--- src/rtl/cell_exerciser.sv ---
// cell_exerciser: exhaustive 3-input truth-table tester for up to NSLOT
// externally muxed cells-under-test. Each enabled slot is driven with all
// eight {C,B,A} vectors. Every vector is held SETTLE+1 cycles, and the CUT
// output Y is compared against a snapshotted expected truth table on the
// last hold cycle. The block keeps a saturating error count and a
// first-failure record, and flags PASS at the end of the run.
module cell_exerciser #(
    parameter int NSLOT  = 4,
    parameter int SETTLE = 2,
    parameter int ECW    = 8,
    localparam int SW    = (NSLOT > 1) ? $clog2(NSLOT) : 1
) (
    input  logic                 CLK,
    input  logic                 RST_N,
    input  logic                 START,
    input  logic                 ABORT,
    input  logic [NSLOT-1:0]     SLOT_EN,
    input  logic [8*NSLOT-1:0]   TT,
    input  logic                 Y,
    output logic [SW-1:0]        SEL,
    output logic                 A,
    output logic                 B,
    output logic                 C,
    output logic                 BUSY,
    output logic                 DONE,
    output logic                 PASS,
    output logic [ECW-1:0]       ERRCNT,
    output logic                 FAIL_VALID,
    output logic [SW-1:0]        FAIL_SLOT,
    output logic [2:0]           FAIL_VEC
);

    // Hold counter is sized for the largest supported SETTLE (15).
    localparam int CW = 4;

    typedef enum logic [1:0] {
        ST_IDLE   = 2'd0,
        ST_DRIVE  = 2'd1,
        ST_FINISH = 2'd2
    } state_t;

    // Lowest set bit of mask at index >= from.
    // Result MSB = found flag, low SW bits = slot index.
    function automatic logic [SW:0] find_slot(input logic [NSLOT-1:0] mask,
                                              input int from);
        logic [SW:0] res;
        res = {1'b0, {SW{1'b0}}};
        // Scan downward so the lowest qualifying slot is the last one written.
        for (int s = NSLOT - 1; s >= 0; s--) begin
            if ((s >= from) && mask[s]) begin
                res = {1'b1, SW'(s)};
            end
        end
        return res;
    endfunction

    state_t               r_state;
    logic [NSLOT-1:0]     r_mask;
    logic [8*NSLOT-1:0]   r_tt;
    logic [SW-1:0]        r_slot;
    logic [2:0]           r_vec;
    logic [CW-1:0]        r_cnt;
    logic                 r_busy;
    logic                 r_done;
    logic                 r_pass;
    logic [ECW-1:0]       r_errcnt;
    logic                 r_fail_valid;
    logic [SW-1:0]        r_fail_slot;
    logic [2:0]           r_fail_vec;

    logic                 w_exp;
    logic                 w_sample;
    logic                 w_mismatch;
    logic [ECW-1:0]       w_err_next;
    logic [SW:0]          w_first;
    logic [SW:0]          w_next;

    // Slot search from the live mask (run start) and from the snapshot
    // (advance to the next slot above the current one).
    assign w_first = find_slot(SLOT_EN, 0);
    assign w_next  = find_slot(r_mask, int'(r_slot) + 1);

    // Sample qualification, mismatch detection and saturating error count.
    always_comb begin
        w_exp      = r_tt[{r_slot, r_vec}];
        w_sample   = 1'b0;
        w_mismatch = 1'b0;
        w_err_next = r_errcnt;
        if ((r_state == ST_DRIVE) && !ABORT && (r_cnt == CW'(SETTLE))) begin
            w_sample = 1'b1;
        end else begin
            w_sample = 1'b0;
        end
        if (w_sample && (Y != w_exp)) begin
            w_mismatch = 1'b1;
        end else begin
            w_mismatch = 1'b0;
        end
        if (w_mismatch && (r_errcnt != {ECW{1'b1}})) begin
            w_err_next = r_errcnt + ECW'(1);
        end else begin
            w_err_next = r_errcnt;
        end
    end

    // Run controller: state, stimulus, result registers and status pulses.
    always_ff @(posedge CLK or negedge RST_N) begin
        if (!RST_N) begin
            r_state      <= ST_IDLE;
            r_mask       <= {NSLOT{1'b0}};
            r_tt         <= {(8*NSLOT){1'b0}};
            r_slot       <= {SW{1'b0}};
            r_vec        <= 3'd0;
            r_cnt        <= {CW{1'b0}};
            r_busy       <= 1'b0;
            r_done       <= 1'b0;
            r_pass       <= 1'b0;
            r_errcnt     <= {ECW{1'b0}};
            r_fail_valid <= 1'b0;
            r_fail_slot  <= {SW{1'b0}};
            r_fail_vec   <= 3'd0;
        end else begin
            case (r_state)
                ST_IDLE: begin
                    r_done <= 1'b0;
                    if (START) begin
                        r_mask       <= SLOT_EN;
                        r_tt         <= TT;
                        r_errcnt     <= {ECW{1'b0}};
                        r_fail_valid <= 1'b0;
                        r_fail_slot  <= {SW{1'b0}};
                        r_fail_vec   <= 3'd0;
                        r_vec        <= 3'd0;
                        r_cnt        <= {CW{1'b0}};
                        if (w_first[SW]) begin
                            r_slot  <= w_first[SW-1:0];
                            r_busy  <= 1'b1;
                            r_pass  <= 1'b0;
                            r_state <= ST_DRIVE;
                        end else begin
                            // Empty mask: nothing to test, finish with a clean result.
                            r_slot  <= {SW{1'b0}};
                            r_busy  <= 1'b0;
                            r_done  <= 1'b1;
                            r_pass  <= 1'b1;
                            r_state <= ST_FINISH;
                        end
                    end else begin
                        r_state <= ST_IDLE;
                    end
                end

                ST_DRIVE: begin
                    if (ABORT) begin
                        // Abort wins over any sample due this cycle.
                        r_slot  <= {SW{1'b0}};
                        r_vec   <= 3'd0;
                        r_cnt   <= {CW{1'b0}};
                        r_busy  <= 1'b0;
                        r_done  <= 1'b1;
                        r_pass  <= (r_errcnt == {ECW{1'b0}});
                        r_state <= ST_FINISH;
                    end else if (w_sample) begin
                        r_errcnt <= w_err_next;
                        if (w_mismatch && !r_fail_valid) begin
                            r_fail_valid <= 1'b1;
                            r_fail_slot  <= r_slot;
                            r_fail_vec   <= r_vec;
                        end
                        r_cnt <= {CW{1'b0}};
                        if (r_vec != 3'd7) begin
                            r_vec <= r_vec + 3'd1;
                        end else if (w_next[SW]) begin
                            // Advance straight into the next slot, no gap cycle.
                            r_slot <= w_next[SW-1:0];
                            r_vec  <= 3'd0;
                        end else begin
                            r_slot  <= {SW{1'b0}};
                            r_vec   <= 3'd0;
                            r_busy  <= 1'b0;
                            r_done  <= 1'b1;
                            r_pass  <= (w_err_next == {ECW{1'b0}});
                            r_state <= ST_FINISH;
                        end
                    end else begin
                        r_cnt <= r_cnt + CW'(1);
                    end
                end

                ST_FINISH: begin
                    // START here is deliberately not looked at.
                    r_done  <= 1'b0;
                    r_state <= ST_IDLE;
                end

                default: begin
                    r_slot  <= {SW{1'b0}};
                    r_vec   <= 3'd0;
                    r_cnt   <= {CW{1'b0}};
                    r_busy  <= 1'b0;
                    r_done  <= 1'b0;
                    r_state <= ST_IDLE;
                end
            endcase
        end
    end

    // Slot and vector registers are cleared outside DRIVE,
    // so the stimulus outputs idle at zero.
    assign SEL        = r_slot;
    assign A          = r_vec[0];
    assign B          = r_vec[1];
    assign C          = r_vec[2];
    assign BUSY       = r_busy;
    assign DONE       = r_done;
    assign PASS       = r_pass;
    assign ERRCNT     = r_errcnt;
    assign FAIL_VALID = r_fail_valid;
    assign FAIL_SLOT  = r_fail_slot;
    assign FAIL_VEC   = r_fail_vec;

endmodule

--- config.mk ---
export PLATFORM = sky130hd
export DESIGN_NAME = cell_exerciser
export DESIGN_NICKNAME = d
export VERILOG_FILES = /design/src/rtl/cell_exerciser.sv
export SDC_FILE = /design/constraint.sdc
export NUM_CORES = 1
export LEC_CHECK = 0
export ABC_AREA = 1
export CORE_MARGIN = 5
export CORE_UTILIZATION = 45
export DETAILED_ROUTE_END_ITERATION = 10
export PLACE_DENSITY = 0.73
export SYNTH_ARGS = -nofsm -noshare
export SYNTH_HDL_FRONTEND = slang
export SYNTH_SLANG_ARGS = --single-unit
export TNS_END_PERCENT = 100
--- constraint.sdc ---
create_clock -name CLK -period 2.5 [get_ports CLK]
set_clock_uncertainty 0.15 [all_clocks]
set_input_delay 0.5 -clock CLK [delete_from_list [all_inputs] [get_ports CLK]]
set_output_delay 0.5 -clock CLK [all_outputs]
set_load 0.03 [all_outputs]
# Word-level counts from Yosys, hierarchy flattened
# Index checks and enable logic that the tools add are counted.
# totals
wordCells,134
input_bits,41
reg_bits,64
# classes
n_reduce_logical,24
n_eq_ne,13
add_sub_neg,4
order_cmp,5
bitwise_logic,1
mux,74
# op_table
op,n
3-bit 2-to-1 mux,15
2-bit 2-to-1 mux,16
8-bit 2-to-1 mux,4
1-bit 2-to-1 mux,24
8-bit logical NOT,2
8-bit one-hot mux with 2 select lines,1
5-bit AND reduction,3
4-bit 2-to-1 mux,3
3-bit != test (second input constant),4
4-bit one-hot mux with 3 select lines,1
1-bit logical AND,9
3-bit one-hot mux with 3 select lines,1
8-bit by 1-bit adder with 8-bit output (second input constant),1
8-bit != test (second input constant),1
2-bit one-hot mux with 2 select lines,2
4-bit AND reduction,2
1-bit by 3-bit >= comparator with 1-bit output (first input constant),2
2-bit by 3-bit >= comparator with 1-bit output (first input constant),2
5-bit by 6-bit less-than comparator with 1-bit output (second input constant),1
2-bit != test (second input constant),3
1-bit one-hot mux with 2 select lines,3
2-bit one-hot mux with 3 select lines,1
3-bit one-hot mux with 2 select lines,1
3-bit AND reduction,2
other kinds (15),17

# Depth between registers and ports, before layout
# logic_depth
word_depth,14
mapped_depth,19

# Worst setup path after synthesis
# No wires, ideal clock.
# synth_path
path_type,reg-to-reg
start,reg r_vec[0]
end,"reg r_pass, in the netlist PASS"
path_buffers,1
setup_time_ns,0.077
path_slack_ns,0.303
arrival_time_ns,1.970
synth_period_minus_slack_ns,2.197
path_stages_with_launch,16
cell_sequence,dfrtp_1 buf_6 or2_0 nand3_1 nand3_1 nand3_1 nand3_2 nand3_4 inv_2 nor2_8 nand3_1 nand2_1 nand3_1 nor2_1 nand2_1 a21oi_1
# synth_between
elab_chain_len,13
elab_cells_between_ends,16
classes_between,eq/ne (3); mux (9); reduce/logical (4)
# synth_rtl
element,line,text
from (decl),61,logic [2:0] r_vec;
from (signal assigned),172,r_vec <= r_vec + 3'd1;
1-bit binary-select mux with 5-bit select,85,"w_exp = r_tt[{r_slot, r_vec}];"
1-bit 2-to-1 mux (implied by the code),85,
1-bit != test,94,if (w_sample && (Y != w_exp)) begin
1-bit logical AND,94,
1-bit 2-to-1 mux,94,
1-bit logical AND,99,if (w_mismatch && (r_errcnt != {ECW{1'b1}})) begin
8-bit 2-to-1 mux,99,
8-bit logical NOT,182,r_pass <= (w_err_next == {ECW{1'b0}});
1-bit 2-to-1 mux,173,end else if (w_next[SW]) begin
1-bit 2-to-1 mux,171,if (r_vec != 3'd7) begin
1-bit 2-to-1 mux,163,end else if (w_sample) begin
1-bit 2-to-1 mux,154,if (ABORT) begin
1-bit one-hot mux with 2 select lines,123,case (r_state)
to (signal assigned),161,r_pass <= (r_errcnt == {ECW{1'b0}});
to (signal assigned),182,
to (decl),65,logic r_pass;
# Parallel ways exist; a longest one is shown, timed or not. The select of a mux whose other input is x is not followed.
# A chain may end at the register's enable or synchronous reset.

# Worst setup path in the final report
# layout_path
start,reg r_vec[1]
end,"reg r_pass, in the netlist PASS"
# The elaborated chain is that of the path after synthesis.

==> impl_metrics.env <==
export IMPL_dieHeight_um=95.7
export IMPL_grt_overflow_total=0
export IMPL_worstPathMaxFanout=10
export IMPL_outcome="finished clean"
export IMPL_final_nets=556
export IMPL_vias=3041
export IMPL_crit_start="r_vec[1]$_DFFE_PN0P_"
export IMPL_grt_pass1_wl_um=13800
export IMPL_slew_headroom_pct=48.8
export IMPL_final_area_mm2=0.00426
export IMPL_clkSinkCount=62
export IMPL_ys_ff_latch=62
export IMPL_dp_hpwl_um=6120
export IMPL_ys_types=27
export IMPL_yosysSeqAreaShare_pct=46.9
export IMPL_grt_pass1_vias=2992
export IMPL_dr_pass1_iters=5
export IMPL_endpoint="PASS$_DFFE_PN0P_"
export IMPL_setup_viol=0
export IMPL_period_share_pct=92.0
export IMPL_ctsLongestPathBuffers=2
export IMPL_timing_fmax_mhz=435
export IMPL_r2r_start="r_vec[1]$_DFFE_PN0P_"
export IMPL_antenna_found_initial=0
export IMPL_layout_min_cycle_time_ns=2.30
export IMPL_drc=0
export IMPL_switching_power_mw=1.62
export IMPL_worstSkewPairLatency_ns=0.33
export IMPL_use_met1_pct=26.8
export IMPL_ys_warn_count=0
export IMPL_gr_usage_met3_pct=2.97
export IMPL_power_density_mw_per_mm2=959
export IMPL_drv_slew=0
export IMPL_syn_area_mm2=0.00331
export IMPL_dpl_instance_area_mm2=0.00406
export IMPL_ir_drop_uv=503
export IMPL_hold_viol=0
export IMPL_end_kind="flop"
export IMPL_grt_max_degree=63
export IMPL_arrival_ns=2.41
export IMPL_n_antenna_cell=0
export IMPL_ios=63
export IMPL_initial_utilization_pct=45.8
export IMPL_cts_tree="built"
export IMPL_syn_num_nets=484
export IMPL_die_x_um=95.7
export IMPL_hold_buffers=0
export IMPL_setup_ws_ns=0.199
export IMPL_core_area_mm2=0.00721
export IMPL_p_int_mw=2.47
export IMPL_finalPower_mw=4.09
export IMPL_power_frac_comb_pct=41.7
export IMPL_grt_use_total_pct=19.3
export IMPL_die_area_mm2=0.00916
export IMPL_syn_instance_count=437
export IMPL_hold_path_class="in -> async"
export IMPL_synth_area_per_cell_um2=7.57
export IMPL_postCtsSetupBuffers=0
export IMPL_p_clk_share_pct=21.2
export IMPL_viasPerCell=4.98
export IMPL_cts_reportedPaths_clkPinSlew_ns=0.07
export IMPL_post_drt_wl_per_cell_um=13.5
export IMPL_htreeDepth=3
export IMPL_switching_share_pct=39.6
export IMPL_fin_util_pct=59.1
export IMPL_r2r_end="PASS$_DFFE_PN0P_"
export IMPL_rows=31
export IMPL_maxCapViolCount=0
export IMPL_pwr_share_seq_pct=37.1
export IMPL_ant_nets=0
export IMPL_numCtsBuffers=9
export IMPL_cts_root_buf="clkbuf_8"
export IMPL_r2r_slack_ns=0.20
export IMPL_cp_required_ns=2.61
export IMPL_final_common_cell="nand2_1"
export IMPL_routabilityCongestion=0.931
export IMPL_drive_gt1_share_pct=8.40
export IMPL_cp_start_kind="flop"
export IMPL_worstMarginPinSlew_ns=0.769
export IMPL_p_leak_nw=2.05
export IMPL_finalWirelength_um=8270
export IMPL_reg2reg_depth=14
export IMPL_post_place_ws_ns=0.0755
export IMPL_busiest_layer="met2"
export IMPL_final_cell_mix="131 x nand2_1, 63 x inv_1, 61 x dfrtp_1, 61 x clkdlybuf4s50_1, 49 x o21ai_0"
export IMPL_first_iter_violations=180
export IMPL_portBuffers=62
export IMPL_path_class="reg -> reg"
export IMPL_areaGrowthSynthToFinish_pct=28.9
export IMPL_grtUsageMet2_pct=30.3
-- repair_timing --
| item | in CTS | in global routing |
|---|---|---|
| endpoints found under the setup margin | 0 | 6 |
| hold endpoints to repair | 0 | 0 |
| resized for setup | 0 | 6 |
-- per-stage QoR --
step	setup TNS [ns]	hold WS, ns	instances
final	0	0.183	611
after detailed placement	0	0.324	597
after global routing	-0.00153	0.272	611
after CTS	0	0.204	611
after global placement	0	0.322	597
after floorplan	0	0.0544	437
-- worst max-delay path, stage by stage, from the launching register on --
cell	delay, ns
dfrtp_1	0.44
buf_4	0.21
nor2_1	0.13
nand2_1	0.06
nand3_1	0.08
nand3_1	0.08
nand2_1	0.08
nand2_1	0.08
nand3_4	0.11
nand4_2	0.21
o21ai_1	0.23
nand2_1	0.07
nor2_1	0.10
nand2_1	0.08
a21oi_1	0.12
-- how the worst min path moves through the flow --
stage	endpoint	depth (start not counted)
floorplan	BUSY$_DFFE_PN0P_	0
global placement	FAIL_VEC[0]$_DFFE_PN0P_	2
detailed placement	r_tt[0]$_DFFE_PN0P_	2
CTS	r_tt[14]$_DFFE_PN0P_	2
global route	r_tt[15]$_DFFE_PN0P_	2
finish	r_tt[15]$_DFFE_PN0P_	2
-- power by group through the flow --
stage	Combinational, mW	Clock [mW]	Sequential (mW)
floorplan	1.14	0	1.58
global placement	1.65	0	1.52
detailed placement	1.69	0	1.53
CTS	1.70	0.877	1.51
global route	1.94	0.922	1.56
finish	1.70	0.866	1.52
-- cells by family after synthesis --
logic type | share of synthesized area [%]
AND/OR/NAND/NOR | 29.6
buffers and inverters | 9.84
AO/OA/AOI/OAI | 10.6
flip-flops | 46.9
adder cells (fa/ha/maj) | 2.27
XOR/XNOR | 0.795
-- final cells by class --
type,count,area [µm²]
Clock buffer,13,159
Inverter,71,269
Timing Repair Buffer,72,698
Fill cell,666,2950
Tap cell,99,124
Multi-Input combinational cell,293,1430
Sequential cell,62,1550
Clock inverter,1,30.0
-- sequential cells by signal, indices dropped and copies added, names as in the netlist, 3 cells and up --
| name | cells |
|---|---|
| FAIL_VEC | 3 |
| r_vec | 3 |
| ERRCNT | 8 |
| r_tt | 32 |
| r_mask | 3 |
| r_cnt | 4 |
-- cell usage after synthesis (all sizes together) --
cell type	count	area (µm²)
a21oi	6	30.0
a32o	1	10.0
buf	4	32.5
clkbuf	7	26.3
dfrtp	62	1550
ha	6	75.1
inv	71	267
nand2	134	510
nand3	42	240
nand3b	1	7.51
nand4	8	62.6
nor2	25	120
nor3	6	30.0
o21ai	51	255
o22ai	9	56.3
or2	1	6.26
xor2	3	26.3
-- layer usage --
metal,routed length (µm),vias to the layer above
li1,-,1535
met1,3910,1401
met4,114,0
met5,0,-
met3,436,8
met2,3810,97
No activity file was read; power rests on OpenSTA's default activity.
